==> config.mk <==
export PLATFORM = sky130hd
export DESIGN_NAME = multicycle_control_fsm
export DESIGN_NICKNAME = d
export VERILOG_FILES = /design/src/rtl/multicycle_control_fsm.sv
export SDC_FILE = /design/constraint.sdc
export NUM_CORES = 1
export LEC_CHECK = 0
export ABC_AREA = 1
export CORE_MARGIN = 8
export CORE_UTILIZATION = 46
export DETAILED_ROUTE_END_ITERATION = 7
export GPL_TIMING_DRIVEN = 1
export PLACE_DENSITY = 0.77
export SKIP_LAST_GASP = 1
export SYNTH_ARGS = -nofsm -noshare
export SYNTH_HDL_FRONTEND = slang
export SYNTH_SLANG_ARGS = --single-unit
==> constraint.sdc <==
create_clock -name clk -period 1.45 [get_ports clk]
set_input_delay 0.29 -clock clk [delete_from_list [all_inputs] [get_ports clk]]
set_output_delay 0.29 -clock clk [all_outputs]
set_load 0.02 [all_outputs]
==> src/rtl/multicycle_control_fsm.sv <==
// multicycle_control_fsm
//   Multi-cycle MIPS control sequencer. Walks each instruction through
//   fetch/decode/execute/memory/writeback over a shared instruction/data
//   memory port with a ready handshake. A memory wait that runs too long,
//   or an illegal opcode/funct, parks the machine in FAULT until reset.
//
// Ports
//   clk, rst_n           core clock (rising edge), async active-low reset
//   opcode, funct        IR[31:26], IR[5:0]; sampled in DECODE
//   zero                 ALU zero flag, used by BEQ/BNE in BRANCH
//   mem_ready            memory finishes the current access this cycle
//   ir_write .. alu_src_b  datapath control strobes / mux selects
//   aluop                ALU operation, upper bits above [3:0] are zero
//   fault                sticky illegal-instruction / timeout flag
//   state                current state code (debug)
module multicycle_control_fsm #(
  parameter int unsigned ALUOP_W = 4,
  parameter int unsigned TIMEOUT = 16
) (
  input  logic               clk,
  input  logic               rst_n,
  input  logic [5:0]         opcode,
  input  logic [5:0]         funct,
  input  logic               zero,
  input  logic               mem_ready,
  output logic               ir_write,
  output logic               pc_write,
  output logic [1:0]         pc_src,
  output logic               iord,
  output logic               mem_read,
  output logic               mem_write,
  output logic               reg_write,
  output logic [1:0]         reg_dst,
  output logic               mem_to_reg,
  output logic               jal,
  output logic               alu_src_a,
  output logic [1:0]         alu_src_b,
  output logic [ALUOP_W-1:0] aluop,
  output logic               fault,
  output logic [3:0]         state
);

  typedef enum logic [3:0] {
    S_INIT     = 4'd0,
    S_FETCH    = 4'd1,
    S_DECODE   = 4'd2,
    S_EXEC_R   = 4'd3,
    S_EXEC_I   = 4'd4,
    S_ALU_WB   = 4'd5,
    S_MEM_ADDR = 4'd6,
    S_MEM_RD   = 4'd7,
    S_MEM_WB   = 4'd8,
    S_MEM_WR   = 4'd9,
    S_BRANCH   = 4'd10,
    S_JUMP     = 4'd11,
    S_FAULT    = 4'd12
  } state_e;

  typedef enum logic [3:0] {
    ALU_ADD = 4'd0, ALU_SUB = 4'd1, ALU_AND = 4'd2, ALU_OR  = 4'd3,
    ALU_NOR = 4'd4, ALU_XOR = 4'd5, ALU_SLT = 4'd6, ALU_SLL = 4'd7,
    ALU_SRL = 4'd8, ALU_SGT = 4'd9
  } alu_e;

  localparam logic [5:0] OP_RTYPE = 6'h00;
  localparam logic [5:0] OP_BEQ   = 6'h04;
  localparam logic [5:0] OP_BNE   = 6'h05;
  localparam logic [5:0] OP_JAL   = 6'h03;
  localparam logic [5:0] OP_LW    = 6'h23;
  localparam logic [5:0] FN_JR    = 6'h08;
  localparam logic [7:0] WAIT_LAST = 8'(TIMEOUT - 1);

  state_e     state_q, state_d;
  logic [5:0] op_q, fn_q;
  logic [7:0] wait_q, wait_d;
  logic       fault_q, fault_d;
  logic       in_wait;
  alu_e       alu_sel;

  assign in_wait = (state_q == S_FETCH) || (state_q == S_MEM_RD) || (state_q == S_MEM_WR);

  // Next state, wait counter and sticky fault.
  always_comb begin
    state_d = state_q;
    case (state_q)
      S_INIT:   state_d = S_FETCH;
      S_FETCH:  if (mem_ready) state_d = S_DECODE;
      S_DECODE: begin
        case (opcode)
          6'h00:                             state_d = S_EXEC_R;
          6'h08, 6'h0c, 6'h0d, 6'h0e, 6'h0a: state_d = S_EXEC_I;
          6'h23, 6'h2b:                      state_d = S_MEM_ADDR;
          6'h04, 6'h05:                      state_d = S_BRANCH;
          6'h02, 6'h03:                      state_d = S_JUMP;
          default:                           state_d = S_FAULT;
        endcase
      end
      S_EXEC_R: begin
        case (fn_q)
          FN_JR:                                           state_d = S_FETCH;
          6'h20, 6'h22, 6'h24, 6'h25, 6'h26, 6'h27,
          6'h2a, 6'h2c, 6'h00, 6'h02:                      state_d = S_ALU_WB;
          default:                                         state_d = S_FAULT;
        endcase
      end
      S_EXEC_I:   state_d = S_ALU_WB;
      S_ALU_WB:   state_d = S_FETCH;
      S_MEM_ADDR: state_d = (op_q == OP_LW) ? S_MEM_RD : S_MEM_WR;
      S_MEM_RD:   if (mem_ready) state_d = S_MEM_WB;
      S_MEM_WB:   state_d = S_FETCH;
      S_MEM_WR:   if (mem_ready) state_d = S_FETCH;
      S_BRANCH:   state_d = S_FETCH;
      S_JUMP:     state_d = S_FETCH;
      S_FAULT:    state_d = S_FAULT;
      default:    state_d = S_FAULT;
    endcase
    // A ready on the last allowed wait cycle still completes normally.
    if (in_wait && !mem_ready && (wait_q == WAIT_LAST)) state_d = S_FAULT;

    // Counter runs only while parked in the same wait state; any move clears it.
    wait_d  = (in_wait && (state_d == state_q)) ? wait_q + 8'd1 : '0;
    fault_d = fault_q || (state_d == S_FAULT);
  end

  always_ff @(posedge clk or negedge rst_n) begin
    if (!rst_n) begin
      state_q <= S_INIT;
      wait_q  <= '0;
      fault_q <= 1'b0;
      op_q    <= '0;
      fn_q    <= '0;
    end else begin
      state_q <= state_d;
      wait_q  <= wait_d;
      fault_q <= fault_d;
      if (state_q == S_DECODE) begin
        op_q <= opcode;
        fn_q <= funct;
      end
    end
  end

  // Moore decode of the registered state; FETCH/BRANCH add input-gated strobes.
  always_comb begin
    ir_write   = 1'b0;
    pc_write   = 1'b0;
    pc_src     = 2'd0;
    iord       = 1'b0;
    mem_read   = 1'b0;
    mem_write  = 1'b0;
    reg_write  = 1'b0;
    reg_dst    = 2'd0;
    mem_to_reg = 1'b0;
    jal        = 1'b0;
    alu_src_a  = 1'b0;
    alu_src_b  = 2'd0;
    alu_sel    = ALU_ADD;
    case (state_q)
      S_FETCH: begin
        mem_read  = 1'b1;
        alu_src_b = 2'd1;
        ir_write  = mem_ready;
        pc_write  = mem_ready;
      end
      S_DECODE: alu_src_b = 2'd3;
      S_EXEC_R: begin
        alu_src_a = 1'b1;
        case (fn_q)
          6'h20: alu_sel = ALU_ADD;
          6'h22: alu_sel = ALU_SUB;
          6'h24: alu_sel = ALU_AND;
          6'h25: alu_sel = ALU_OR;
          6'h26: alu_sel = ALU_XOR;
          6'h27: alu_sel = ALU_NOR;
          6'h2a: alu_sel = ALU_SLT;
          6'h2c: alu_sel = ALU_SGT;
          6'h00: begin alu_sel = ALU_SLL; alu_src_b = 2'd2; end
          6'h02: begin alu_sel = ALU_SRL; alu_src_b = 2'd2; end
          FN_JR: begin pc_write = 1'b1; pc_src = 2'd3; end
          default: alu_sel = ALU_ADD;
        endcase
      end
      S_EXEC_I: begin
        alu_src_a = 1'b1;
        alu_src_b = 2'd2;
        case (op_q)
          6'h0c:   alu_sel = ALU_AND;
          6'h0d:   alu_sel = ALU_OR;
          6'h0e:   alu_sel = ALU_XOR;
          6'h0a:   alu_sel = ALU_SLT;
          default: alu_sel = ALU_ADD;
        endcase
      end
      S_ALU_WB: begin
        reg_write = 1'b1;
        reg_dst   = (op_q == OP_RTYPE) ? 2'd1 : 2'd0;
      end
      S_MEM_ADDR: begin
        alu_src_a = 1'b1;
        alu_src_b = 2'd2;
      end
      S_MEM_RD: begin
        mem_read = 1'b1;
        iord     = 1'b1;
      end
      S_MEM_WB: begin
        reg_write  = 1'b1;
        mem_to_reg = 1'b1;
      end
      S_MEM_WR: begin
        mem_write = 1'b1;
        iord      = 1'b1;
      end
      S_BRANCH: begin
        alu_src_a = 1'b1;
        alu_sel   = ALU_SUB;
        pc_src    = 2'd1;
        pc_write  = ((op_q == OP_BEQ) && zero) || ((op_q == OP_BNE) && !zero);
      end
      S_JUMP: begin
        pc_write = 1'b1;
        pc_src   = 2'd2;
        if (op_q == OP_JAL) begin
          reg_write = 1'b1;
          reg_dst   = 2'd2;
          jal       = 1'b1;
        end
      end
      default: ;
    endcase
  end

  assign aluop = ALUOP_W'(alu_sel);
  assign fault = fault_q;
  assign state = state_q;

endmodule

==> results.json, run 1 <==
{
  "total_congestion_overflow": 223,
  "post-place-ws_ps": -752.2,
  "synth_sequential_area_ratio_pct": 34.13,
  "cts.root.buffer_cell": "sky130_fd_sc_hd__clkbuf_8",
  "cts_htree_levels": 1,
  "design.portCount": 40,
  "synth.yosys.warnings": 0,
  "clock_tree.buffer_depth": 2,
  "finalWeightedCongestion": 0.9122,
  "port_buffer_count": 39,
  "synthesis.nets": 305,
  "grt_util_all_layers_pct": 77.51,
  "flop_and_latch_count_out_of_synthesis": 25,
  "rows": 23,
  "failing_step": "global routing (5_1_grt)",
  "syn-instance-count": 288,
  "synth.distinct_cells": 26,
  "endpoint_type": "register data pin",
  "effective_utilization_at_floorplan_pct": 46.84,
  "cts.sinks": 25,
  "dp_hpwl_um": 4755,
  "numCtsBuffers": 3,
  "grt_worst_setup_endpoint": "wait_q[2]$_DFF_PN0_/D",
  "chipHeight_um": 79.13,
  "error_message": "[ERROR GRT-0232] Routing congestion too high. Check the congestion heatmap in the GUI.",
  "die_width_um": 79.13,
  "run_status": "stopped before the end",
  "syn-mean-instance-area_um2": 6.365,
  "synthesis.area_um2": 1833,
  "grt_max_degree": 26
}
==> stage by stage <==
stage | area (µm²) | instances | hold WS (ps)
after CTS | 3383 | 480 | 377.6
after global placement | 2968 | 453 | 447.1
after floorplan | 1926 | 288 | -5.591
after detailed placement | 2968 | 453 | 450.3
==> cells by family after synthesis <==
logic type | synth area share [%]
xor+xnor | 2.389
simple gates | 44.10
compound gates | 7.577
flops | 34.13
fa+ha+maj | 0.6825
buf+inv | 11.13
==> timing repair <==
action | CTS
gates cloned | 0
buffers inserted | 25
resized for setup | 184
hold buffers | 0
setup endpoints to repair | 37
pin swaps | 19
==> per-layer routing <==
layer  GRT overflow  global-route usage (%)
met1              2                   73.11
met2            142                   97.70
met4             78                   89.81
met5              0                   10.00
met3              1                   58.80
==> cells in the mapped netlist <==
master	count	area share [%]
sky130_fd_sc_hd__o21ai_0	18	4.9
sky130_fd_sc_hd__buf_2	1	0.27
sky130_fd_sc_hd__a31oi_1	2	0.68
sky130_fd_sc_hd__nor4_1	2	0.68
sky130_fd_sc_hd__or2_2	2	0.68
sky130_fd_sc_hd__inv_1	46	9.4
sky130_fd_sc_hd__nor2_4	2	1.2
sky130_fd_sc_hd__xor2_1	4	1.9
sky130_fd_sc_hd__clkbuf_1	1	0.20
sky130_fd_sc_hd__nor2_2	3	1.0
sky130_fd_sc_hd__nor2_1	40	8.2
sky130_fd_sc_hd__nand2_1	73	15
sky130_fd_sc_hd__inv_2	6	1.2
sky130_fd_sc_hd__nand3_1	26	7.1
sky130_fd_sc_hd__a21o_1	1	0.41
sky130_fd_sc_hd__a21oi_1	4	1.1
sky130_fd_sc_hd__ha_1	1	0.68
sky130_fd_sc_hd__nand2_2	3	1.0
sky130_fd_sc_hd__nand4_1	7	2.4
sky130_fd_sc_hd__o221ai_1	1	0.48
sky130_fd_sc_hd__nand3b_1	1	0.41
sky130_fd_sc_hd__dfrtp_1	25	34
sky130_fd_sc_hd__nand3_4	1	0.96
sky130_fd_sc_hd__nand3_2	3	1.6
sky130_fd_sc_hd__xnor2_1	1	0.48
sky130_fd_sc_hd__nor3_1	14	3.8
==> inputs of run 2 (changes only) <==
CORE_UTILIZATION = 35   (was 46)
PLACE_DENSITY = default   (was 0.77)
PLACE_DENSITY_LB_ADDON = 0.15   (was default)
clock period = 1.9 ns   (was 1.45 ns; I/O delays follow)
==> results.json, run 2 <==
{
  "run_status": "finished with violations",
  "violations": "negative setup slack",
  "postLayoutSetupSlackWorst_ps": -342.1,
  "crit_slowest_cell": "sky130_fd_sc_hd__dfrtp_1",
  "clock_tree.buffer_depth": 2,
  "core_um2": 5075,
  "numCtsBuffers": 3,
  "die_width_um": 88.37,
  "critical_path_arrival_ps": 1860,
  "tightestPinTransition_ps": 350.5,
  "synth_area_leader_cell": "sky130_fd_sc_hd__dfrtp_1",
  "tritoncts": "built",
  "finalCriticalPeriod_ps": 2242,
  "critPathRequiredTime_ps": 1520,
  "yosys-mux-area-fraction_pct": 0,
  "drt.antenna.violating_nets": 0,
  "commonest_cells_after_routing_fill_and_taps_aside": "89 x sky130_fd_sc_hd__buf_4, 49 x sky130_fd_sc_hd__nand2_1, 29 x sky130_fd_sc_hd__inv_1, 28 x sky130_fd_sc_hd__buf_6, 22 x sky130_fd_sc_hd__nand2_2",
  "final_wirelength_um": 6989,
  "leakagePower_nw": 1.914,
  "registers.top_by_ff_count": "wait_q",
  "synth.yosys.warnings": 0,
  "p_seq_share_pct": 56.3,
  "synthesis.nets": 305,
  "layout-drive-gt1-share_pct": 55.56,
  "min_period_over_period_pct": 118.0,
  "p_comb_share_pct": 8.9,
  "synth-main-ff-cell": "sky130_fd_sc_hd__dfrtp_1",
  "stdcell_area_um2": 3664,
  "grt_antenna_before_repair": 0,
  "upper_clock_frequency_limit_ghz": 0.4460,
  "cts.root.buffer_cell": "sky130_fd_sc_hd__clkbuf_8",
  "port_buffer_count": 39,
  "synth_adder_area_share_pct": 0.6826,
  "syn-instance-count": 288,
  "most_common_cell_after_layout_fill_and_taps_aside": "sky130_fd_sc_hd__buf_4",
  "finish.utilization_pct": 72.19,
  "nets": 450,
  "worstPathCellList": "buf_6 -> nand2_1 -> nand3b_1 -> nand2_1 -> inv_2 -> nand3_4 -> nor2_4 -> nor2_1 -> o21ai_1 -> o21ai_1 -> buf_4",
  "largestRegisters": "wait_q x8, fn_q x6, op_q x6",
  "async_reset_ff_share_pct": 100.0,
  "cts.sinks": 25,
  "startpoint_type": "flop",
  "detail_route.drc_violations": 0,
  "rsz0062_at_grt": "yes",
  "path_buf_inv": 3,
  "main_combinational_cell_family_by_area_after_synthesis": "simple AND/OR/NAND/NOR gates",
  "syn-mean-instance-area_um2": 6.365,
  "ys_top_cells_by_area": "sky130_fd_sc_hd__dfrtp_1 34%, sky130_fd_sc_hd__nand2_1 15%, sky130_fd_sc_hd__inv_1 9.4%",
  "flop_and_latch_count_out_of_synthesis": 25,
  "synth_enable_flop_cells": 0,
  "num-fill-cells": 393,
  "fp.dieArea_um2": 7809,
  "final.setup_skew_ps": 1.920,
  "drv_slew": 0,
  "timing.critical_path.slowest_cell_delay_ps": 440,
  "synth_compound_area_share_pct": 7.577,
  "finalWeightedCongestion": 0.9342,
  "yosysTopAreaCellShare_pct": 34.13,
  "effective_utilization_at_floorplan_pct": 36.12,
  "timing.critical_path.fanout_max": 3,
  "clock_network_power_share_pct": 34.9,
  "design.portCount": 40,
  "timing.final.setup_violations": 18,
  "grt_util_all_layers_pct": 17.51,
  "power.ir.vdd_worst_mv": 0.2282,
  "clkLatencyLatePin_ps": 270,
  "dp_hpwl_um": 4482,
  "place_area_um2": 2834,
  "syn_to_final_growth_pct": 99.86,
  "timing.final.hold_violations": 0,
  "yosysMostFrequentCell": "sky130_fd_sc_hd__nand2_1",
  "cts_htree_levels": 1,
  "wire_length_of_the_first_global_routing_pass_um": 10900,
  "synth_sequential_area_ratio_pct": 34.13,
  "first_global_vias": 2478,
  "total_congestion_overflow": 0,
  "placed_cells": 465,
  "first_pass_iters": 4,
  "dr.first_iter.drc_count": 78,
  "max-slew-margin-rel_pct": 76.64,
  "wire_per_inst_um": 13.92,
  "synth_commonest_cells": "73 x sky130_fd_sc_hd__nand2_1, 46 x sky130_fd_sc_hd__inv_1, 40 x sky130_fd_sc_hd__nor2_1",
  "power-per-cell-area_nw_per_um2": 257.8,
  "critical_path.endpoint_type": "output port",
  "grt_max_degree": 26,
  "max_cap_viol_count": 0,
  "multi_input_area_um2": 1421,
  "p_int_mw": 0.7242,
  "clock_pin_slew_reported_for_the_worst_setup_and_hold_paths_after_clock_tree_synthesis_ps": 90,
  "drt-vias-per-instance": 4.857,
  "chipHeight_um": 88.37,
  "antenna_cells_inserted": 0,
  "synth_xor_xnor_area_share_pct": 2.389,
  "rows": 26,
  "path_class": "flop to output port",
  "synth.distinct_cells": 26,
  "switching_power_share_of_the_total_pct": 23.33,
  "synthesis.area_um2": 1833,
  "totalPowerFinal_mw": 0.9446,
  "ff_latch_area_um2": 631.9,
  "switching_power_mw": 0.2203,
  "synth_simple_gate_area_share_pct": 44.10,
  "routed-via-count": 2438,
  "finalNonFillerCells": 502,
  "critical_path.top_delay_family": "simple AND/OR/NAND/NOR gates",
  "largest_register_ff_count": 8,
  "min-delay-path-class": "primary input to flop"
}
==> run 2: cell counts after synthesis <==
No cell type changed its count.
==> run 2: metrics by stage <==
| step | TNS (ps) | worst slack [ps] | hold slack (ps) |
|---|---|---|---|
| 2_1_floorplan | 0 | 30.76 | 84.41 |
| 5_1_grt | -4579 | -403.2 | 480.6 |
| 6_report | -2866 | -342.1 | 444.8 |
| 3_5_place_dp | -6935 | -383.7 | 451.0 |
| 4_1_cts | -1254 | -149.0 | 473.2 |
| 3_3_place_gp | -6695 | -373.2 | 446.2 |
==> run 2: layout make-up <==
type,instances,share of cell area (%)
sequential,25,17.25
multi-input combinational,209,38.80
tap,70,2.391
clock buffer,3,1.127
inverter,52,5.533
clock inverter,1,0.1366
timing repair buffer,142,34.77
==> run 2: repair_timing <==
| action | CTS | global route |
|---|---|---|
| setup endpoints to repair | 28 | 29 |
| hold buffers | 0 | 0 |
| pin swaps | 31 | 38 |
| hold endpoints to repair | 0 | 0 |
| resized for setup | 164 | 102 |
| setup buffers | 20 | 15 |
| gates cloned | 1 | 0 |
==> run 2: cell families (layout without fill, tap and decap cells) <==
logic type	after synthesis	count (layout)
AO/OA/AOI/OAI	26	26
XOR/XNOR	5	5
adder cells (fa/ha/maj)	1	1
buffers and inverters	54	198
flip-flops	25	25
AND/OR/NAND/NOR	177	177
==> run 2: worst paths after layout <==
| kind | endpoint | startpoint | cells past startpoint | slack (ps) |
|---|---|---|---|---|
| worst max register to register | wait_q[5]$_DFF_PN0_ | fn_q[3]$_DFFE_PN0P_ | 13 | -190 |
| min in group asynchronous | wait_q[2]$_DFF_PN0_ | rst_n | 2 | 480 |
| worst min-delay path | op_q[5]$_DFFE_PN0P_ | opcode[5] | 3 | 440 |
| worst max-delay path | aluop[2] | fn_q[3]$_DFFE_PN0P_ | 11 | -340 |
| worst min register to register | fault$_DFF_PN0_ | fault$_DFF_PN0_ | 1 | 470 |
| max in group asynchronous | state[1]$_DFF_PN0_ | rst_n | 2 | 1140 |
==> run 2: tightest hold or removal path: stages <==
cell and delay [ps]:
sky130_fd_sc_hd__dlymetal6s2s_1 140, sky130_fd_sc_hd__inv_1 70, sky130_fd_sc_hd__o21ai_0 90
==> run 2: power by group through the flow <==
stage          clock network (mW)  registers (mW)  logic [mW]
5_1_grt                     0.356           0.532      0.0931
3_3_place_gp                    0           0.542      0.0802
3_5_place_dp                    0           0.542      0.0813
2_1_floorplan                   0           0.542      0.0146
6_report                    0.329           0.532      0.0838
4_1_cts                     0.339           0.532      0.0824
==> run 2: per-layer routing <==
layer	GRT usage (%)	part of all wire, %
met2	31.91	51
met4	4.301	2.0
met5	0	0
met1	19.57	42
met3	4.643	5.0
(Power assumes the default switching activity.)
